## config.mk

```make
export PLATFORM = sky130hd
export DESIGN_NAME = param_pipeline_reg_flat
export DESIGN_NICKNAME = d
export VERILOG_FILES = /design/src/rtl/param_pipeline_reg_if.sv /design/src/rtl/param_pipeline_reg.sv /design/src/flat_wrapper.sv
export SDC_FILE = /design/constraint.sdc
export NUM_CORES = 1
export LEC_CHECK = 0
export CORE_ASPECT_RATIO = 1.5
export CORE_MARGIN = 1.5
export CORE_UTILIZATION = 37
export CTS_CLUSTER_DIAMETER = 100
export DETAILED_ROUTE_END_ITERATION = 8
export PLACE_DENSITY_LB_ADDON = 0.3
export SLEW_MARGIN = 10
export SYNTH_ARGS = -nofsm -noshare
export SYNTH_HDL_FRONTEND = slang
export SYNTH_SLANG_ARGS = --single-unit
export TNS_END_PERCENT = 10
```

## constraint.sdc

```tcl
create_clock -name CLK -period 1.2 [get_ports CLK]
set_input_delay 0.3 -clock CLK [delete_from_list [all_inputs] [get_ports CLK]]
set_output_delay 0.3 -clock CLK [all_outputs]
set_load 0.005 [all_outputs]
```

## src/rtl/param_pipeline_reg_if.sv

```systemverilog
// Bundle for the parametrised pipeline register: stage controls, input entry and output entry.
// BUSYWAIT is the only backpressure: an entry is taken on every rising edge with RESET=0, FLUSH=0, BUSYWAIT=0.
interface param_pipeline_reg_if #(
    parameter int DATA_W = 96,
    parameter int CTRL_W = 12,
    parameter int DEPTH  = 1
);
    localparam int OCC_W = $clog2(DEPTH + 1);

    logic              BUSYWAIT;
    logic              FLUSH;
    logic              IN_VALID;
    logic [31:0]       IN_PC;
    logic [DATA_W-1:0] IN_DATA;
    logic [CTRL_W-1:0] IN_CTRL;
    logic              OUT_VALID;
    logic [31:0]       OUT_PC;
    logic [DATA_W-1:0] OUT_DATA;
    logic [CTRL_W-1:0] OUT_CTRL;
    logic [OCC_W-1:0]  OCCUPANCY;

    modport master (
        output BUSYWAIT, FLUSH, IN_VALID, IN_PC, IN_DATA, IN_CTRL,
        input  OUT_VALID, OUT_PC, OUT_DATA, OUT_CTRL, OCCUPANCY
    );

    modport slave (
        input  BUSYWAIT, FLUSH, IN_VALID, IN_PC, IN_DATA, IN_CTRL,
        output OUT_VALID, OUT_PC, OUT_DATA, OUT_CTRL, OCCUPANCY
    );
endinterface

```

## src/rtl/param_pipeline_reg.sv

```systemverilog
// DEPTH-stage pipeline register carrying {valid, PC, payload, control} with stall, flush and occupancy.
// Optional stall counter output STALL_CNT is built when PIPE_REG_STALL_CNT_EN is defined.
module param_pipeline_reg #(
    parameter int          DATA_W = 96,
    parameter int          CTRL_W = 12,
    parameter int          DEPTH  = 1,
    parameter logic [31:0] PC_RST = 32'hFFFFFFFC
) (
    input  logic               CLK,
    input  logic               RESET,
`ifdef PIPE_REG_STALL_CNT_EN
    output logic [15:0]        STALL_CNT,
`endif
    param_pipeline_reg_if.slave bus
);
    localparam int OCC_W = $clog2(DEPTH + 1);

    logic [DEPTH-1:0]             valid_q;
    logic [DEPTH-1:0][31:0]       pc_q;
    logic [DEPTH-1:0][DATA_W-1:0] data_q;
    logic [DEPTH-1:0][CTRL_W-1:0] ctrl_q;
    logic [OCC_W-1:0]             occ_q;
    logic [OCC_W-1:0]             occ_next;

    // Never exceeds DEPTH: a full pipe always has a valid last stage leaving.
    always_comb begin
        occ_next = occ_q + OCC_W'(bus.IN_VALID) - OCC_W'(valid_q[DEPTH-1]);
    end

    always_ff @(posedge CLK) begin
        if (RESET || bus.FLUSH) begin
            for (int i = 0; i < DEPTH; i++) begin
                valid_q[i] <= 1'b0;
                pc_q[i]    <= PC_RST;
                data_q[i]  <= '0;
                ctrl_q[i]  <= '0;
            end
            occ_q <= '0;
        end else if (!bus.BUSYWAIT) begin
            if (bus.IN_VALID) begin
                valid_q[0] <= 1'b1;
                pc_q[0]    <= bus.IN_PC;
                data_q[0]  <= bus.IN_DATA;
                ctrl_q[0]  <= bus.IN_CTRL;
            end else begin
                valid_q[0] <= 1'b0;
                pc_q[0]    <= PC_RST;
                data_q[0]  <= '0;
                ctrl_q[0]  <= '0;
            end
            for (int i = 1; i < DEPTH; i++) begin
                valid_q[i] <= valid_q[i-1];
                pc_q[i]    <= pc_q[i-1];
                data_q[i]  <= data_q[i-1];
                ctrl_q[i]  <= ctrl_q[i-1];
            end
            occ_q <= occ_next;
        end
    end

`ifdef PIPE_REG_STALL_CNT_EN
    logic [15:0] stall_cnt_q;

    // Flush edges are not stalls even when BUSYWAIT is high; only RESET clears.
    always_ff @(posedge CLK) begin
        if (RESET) begin
            stall_cnt_q <= '0;
        end else if (!bus.FLUSH && bus.BUSYWAIT && stall_cnt_q != 16'hFFFF) begin
            stall_cnt_q <= stall_cnt_q + 16'd1;
        end
    end

    assign STALL_CNT = stall_cnt_q;
`endif

    assign bus.OUT_VALID = valid_q[DEPTH-1];
    assign bus.OUT_PC    = pc_q[DEPTH-1];
    assign bus.OUT_DATA  = data_q[DEPTH-1];
    // Invalid stages can never raise downstream write enables.
    assign bus.OUT_CTRL  = valid_q[DEPTH-1] ? ctrl_q[DEPTH-1] : '0;
    assign bus.OCCUPANCY = occ_q;
endmodule
```

## src/flat_wrapper.sv

```systemverilog
// flat-port wrapper written by rule: the top's interface ports become plain ports
module param_pipeline_reg_flat 
#(
    parameter int          DATA_W = 96,
    parameter int          CTRL_W = 12,
    parameter int          DEPTH  = 1,
    parameter logic [31:0] PC_RST = 32'hFFFFFFFC
)
  (CLK, RESET, bus_BUSYWAIT, bus_FLUSH, bus_IN_VALID, bus_IN_PC, bus_IN_DATA, bus_IN_CTRL, bus_OUT_VALID, bus_OUT_PC, bus_OUT_DATA, bus_OUT_CTRL, bus_OCCUPANCY);
  param_pipeline_reg_if #(.DATA_W(DATA_W), .CTRL_W(CTRL_W), .DEPTH(DEPTH)) bus_i ();
  input  logic CLK;
  input  logic RESET;
  input wire logic [$bits(bus_i.BUSYWAIT)-1:0] bus_BUSYWAIT;
  input wire logic [$bits(bus_i.FLUSH)-1:0] bus_FLUSH;
  input wire logic [$bits(bus_i.IN_VALID)-1:0] bus_IN_VALID;
  input wire logic [$bits(bus_i.IN_PC)-1:0] bus_IN_PC;
  input wire logic [$bits(bus_i.IN_DATA)-1:0] bus_IN_DATA;
  input wire logic [$bits(bus_i.IN_CTRL)-1:0] bus_IN_CTRL;
  output wire logic [$bits(bus_i.OUT_VALID)-1:0] bus_OUT_VALID;
  output wire logic [$bits(bus_i.OUT_PC)-1:0] bus_OUT_PC;
  output wire logic [$bits(bus_i.OUT_DATA)-1:0] bus_OUT_DATA;
  output wire logic [$bits(bus_i.OUT_CTRL)-1:0] bus_OUT_CTRL;
  output wire logic [$bits(bus_i.OCCUPANCY)-1:0] bus_OCCUPANCY;
  assign bus_i.BUSYWAIT = bus_BUSYWAIT;
  assign bus_i.FLUSH = bus_FLUSH;
  assign bus_i.IN_VALID = bus_IN_VALID;
  assign bus_i.IN_PC = bus_IN_PC;
  assign bus_i.IN_DATA = bus_IN_DATA;
  assign bus_i.IN_CTRL = bus_IN_CTRL;
  assign bus_OUT_VALID = bus_i.OUT_VALID;
  assign bus_OUT_PC = bus_i.OUT_PC;
  assign bus_OUT_DATA = bus_i.OUT_DATA;
  assign bus_OUT_CTRL = bus_i.OUT_CTRL;
  assign bus_OCCUPANCY = bus_i.OCCUPANCY;
  param_pipeline_reg #(.DATA_W(DATA_W), .CTRL_W(CTRL_W), .DEPTH(DEPTH), .PC_RST(PC_RST)) u_core (.CLK(CLK), .RESET(RESET), .bus(bus_i));
endmodule
```

Word-level counts from Yosys, hierarchy flattened
Index checks and enable logic that the tools add are counted.
- word-level logic and storage cells: 13
- bits in registers: 142
- output and inout bits: 142
- reductions and logical operators: 1
- add/subtract/negate cells: 2
- multiplexer cells: 5
- operators by type and width (operator ; count):
    $mux 96 ; 1
    $mux 32 ; 1
    $mux 12 ; 2
    $add 1x1->1 ; 1
    $logic_or 1x1->1 ; 1
    $mux 1 ; 1
    $sub 1x1->1 ; 1

Logic depth before layout (Yosys ltp)
- depth after elaboration: 2
- gate-level depth with buffers: 6
- mapped depth without buffers: 3

Least setup slack after synthesis
OpenSTA, ideal clock, no wires.
- kind: input port to flip-flop
- start: input port bus_BUSYWAIT
- end: register u_core.data_q (netlist bit u_core.bus.OUT_DATA[19])
- path buffers: 3
- cell stages on the path: 5
- data required time: 1.083 ns
- data arrival time: 0.960 ns
- setup time: 0.117 ns
- path slack: 0.123 ns
- cells stage by stage: buf_4 buf_2 buf_2 a22oi_1 nor2_1
- RTL lines (what ; RTL line ; source):
    start: declaration ; flat_wrapper.sv:13 ; input wire logic [$bits(bus_i.BUSYWAIT)-1:0] bus_BUSYWAIT;
    end signal: indexed assignment ; param_pipeline_reg.sv:54 ; data_q[i] <= data_q[i-1];
    end: declaration ; param_pipeline_reg.sv:20 ; logic [DEPTH-1:0][DATA_W-1:0] data_q;

Worst setup path after layout
- start: register u_core.valid_q (netlist: u_core.bus.OUT_VALID)
- end: output port bus_OUT_CTRL[3]
- word-level cells in the longest chain between the ends: 1
- ends and longest elaborated chain (what ; RTL line ; source):
    start: declaration ; param_pipeline_reg.sv:18 ; logic [DEPTH-1:0] valid_q;
    start signal: indexed assignment ; param_pipeline_reg.sv:52 ; valid_q[i] <= valid_q[i-1];
    $mux 12 ; param_pipeline_reg.sv:80 ; assign bus.OUT_CTRL = valid_q[DEPTH-1] ? ctrl_q[DEPTH-1] : '0;
    end: declaration ; flat_wrapper.sv:22 ; output wire logic [$bits(bus_i.OUT_CTRL)-1:0] bus_OUT_CTRL;
Every way passes these cells.

==> metrics.md <==
| Metric | Value |
|---|---|
| Power Density | 1419 mW/mm2 |
| Total congestion overflow | 0 |
| Crit-path max FO | 7 |
| # Max-Cap Violations | 0 |
| Failing checks | negative setup slack |
| Total chip power | around 11000 uW |
| Slew Viols, Final | 0 |
| Post-synthesis register bit count | 142 |
| Max VDD drop | 1090 uV |
| DRT antenna net count | 0 |
| Final hold vios | 0 |
| Top-area cell type share of the netlist area | 58.68% |
| Rows | 51 |
| Worst-path clk slew | 0.06 ns |
| Post-Syn Nets | 638 |
| Drc violations | 0 |
| Register area share after synthesis | 58.68% |
| Layout cells sized above 1 | 40.28% |
| Area Overhead vs Synth | 66.19% |
| Final core occ | 62.46% |
| # hold bufs at CTS | 0 |
| Clk Latency, worst-skew pair | roughly 0.4 ns |
| Worst rel slew slack | 77.62% |
| Syn Inst Count | 493 |
| Multi-input gate area | 0.001705 mm2 |
| Post-Route WL | 15860 um |
| Ys Warns | 0 |
| DRT Pass-1 Iters | 4 |
| CTS tree | built |
| Number of global-route vias before repair | 4760 |
| Finished Layout Cells | 946 |
| RSZ-0062 raised after global routing | true |
| Synthesized area per cell | between 9 and 10 um2 |
| Ant diodes | 0 |
| Least-Margin Pin Slew | 0.3358 ns |
| Startpoint Class | flop |
| # clock sinks | approximately 140 |
| Kind of critical path | reg2out |
| Commonest cells after routing, fill and taps aside | clkdlybuf4s50_1 (143), a22oi_1 (110), nor2_1 (110) |
| GRT Resource Usage Total | around 22% |
| Hold Path Class | in2reg |
| Placer congestion estimate | ~0.76 |
| Maximum clock rate | 0.6820 GHz |
| Setup TNS | -3.354 ns |
| Vias per inst | just over 5 |
| Final Worst Setup Slack | -0.2662 ns |
| Final setup violation count | 16 |
| CP Data Arrival Time | 1.17 ns |
| Largest net degree at the start of global routing | 80 |
| IO Pins | 287 |
| Yosys top cell by area | dfxtp_1 |
| DP HPWL | 11520 um |
| Top cells by area, synth | dfxtp_1 (59%), a22oi_1 (17%), nor2_1 (8.6%) |
| CTS Buf Count | 17 |
| Filler Cell Count | 1067 |
| Port bufs | 286 |
| Die height | 143.1 um |
| Status | finished with violations |
| Initial DRC Count | 195 |
| H-tree Lvls | 4 |
| Wire per inst | 16.76 um |
| Leak | between 0.003 and 0.004 uW |
| Core area | 0.01289 mm2 |
| Commonest non-fill, non-tap cell in the layout | clkdlybuf4s50_1 |
| Final worst path period need | 1.466 ns |
| Maximum clock insertion buffer count | 2 |
| Final Skew | ~0.00019 ns |
| FF/Latch Area | 0.002982 mm2 |
| Post-placement cell count | 912 |
| Yosys cell types | 18 |
| Antenna violations before repair | 0 |
| Post-route clock period utilization | 122.2% |
| Hold Path Origin | bus_BUSYWAIT |
| Post-Syn Area | 0.004845 mm2 |
| Die width | 96.43 um |
| Clk root buf | clkbuf_16 |
| Initial Utilization | 37.58% |
| Die ar. | 0.01380 mm2 |
| Worst R2R Start | u_core.bus.OUT_VALID |
| Critical path origin | u_core.bus.OUT_VALID |
| Final nets | 919 |
| Critical path data required time | 0.90 ns |
| DP Worst Slack | -0.3797 ns |
| Worst Setup End Kind | primary output |
| First-pass GRT wire length | 23030 um |
| Routed vias | 4802 |
==> final cells by class <==
type / instances / share of cell area [%]
clock buffers: 20 / 5.672
repair buffers: 310 / 31.61
well taps: 159 / 2.471
clock inverters: 12 / 1.989
inverters: 1 / 0.04662
flip-flops and latches: 142 / 37.03
multi-input cells: 302 / 21.18
==> cell usage after synthesis, drive strengths merged <==
cell	number
xnor2	1
and2	12
nor2	111
clkbuf	10
or2	1
inv	1
o21ai	1
or3	1
a22oi	110
dfxtp	142
nand2	31
nand2b	1
o22ai	30
buf	38
nor2b	1
a21oi	2
==> cell families after synthesis <==
logic type / synth area share (%)
buf+inv: 6.689
simple gates: 13.22
xor+xnor: 0.1808
compound gates: 21.23
flops: 58.68
==> repair_timing <==
item / 4_1_cts / 5_1_grt
cloned: 1 / 0
buffers inserted: 1 / 0
setup endpoints to repair: 142 / 96
gates resized for setup: 586 / 77
pin swaps: 5 / 0
==> path summary, 6_finish.rpt <==
path / to / slack, ns / depth (start not counted)
setup / recovery: bus_OUT_CTRL[3] / -0.27 / 3
hold / removal: u_core.bus.OUT_DATA[7] / 0.40 / 4
setup reg to reg: u_core.bus.OCCUPANCY / -0.05 / 5
hold reg to reg: u_core.bus.OUT_PC[28] / 0.47 / 2
==> sequential cells by signal (all words and copies together) (netlist names) <==
| register | cells |
|---|---|
| u_core.bus.OCCUPANCY | 1 |
| u_core.bus.OUT_DATA | 96 |
| u_core.bus.OUT_PC | 32 |
| u_core.bus.OUT_VALID | 1 |
| u_core.ctrl_q | 12 |
==> stage by stage <==
stage                     cell area, um2  hold slack, ns
final                               8051          0.3957
after global routing                8051          0.3945
after CTS                           8113          0.3839
after detailed placement            7879          0.4666
after global placement              7879          0.4601
after floorplan                     4845          0.4363
==> metal layers <==
layer  track usage, %  routed length (um)  vias to the layer above
li1                 -                   -                     2300
met1            21.12                5422                     2238
met2            40.25                8345                      230
met3            8.733                1570                       34
met4            10.53                 517                        0
met5                0                   0                        -
==> where the power goes <==
| group | total (uW) | internal [uW] | switching [uW] | leakage (uW) |
|---|---|---|---|---|
| Clock | 5400 | 3400 | 2010 | 0.000301 |
| Combinational | 1150 | 689 | 458 | 0.00184 |
| Sequential | 4870 | 4820 | 51.5 | 0.00118 |
| Total | 11400 | 8910 | 2520 | 0.00332 |
==> critical path, stage by stage (launching register included) <==
cell,delay (ns)
dfxtp_4,0.37
buf_12,0.14
and2_4,0.15
buf_6,0.11
Power figures use the tool's default switching activity.
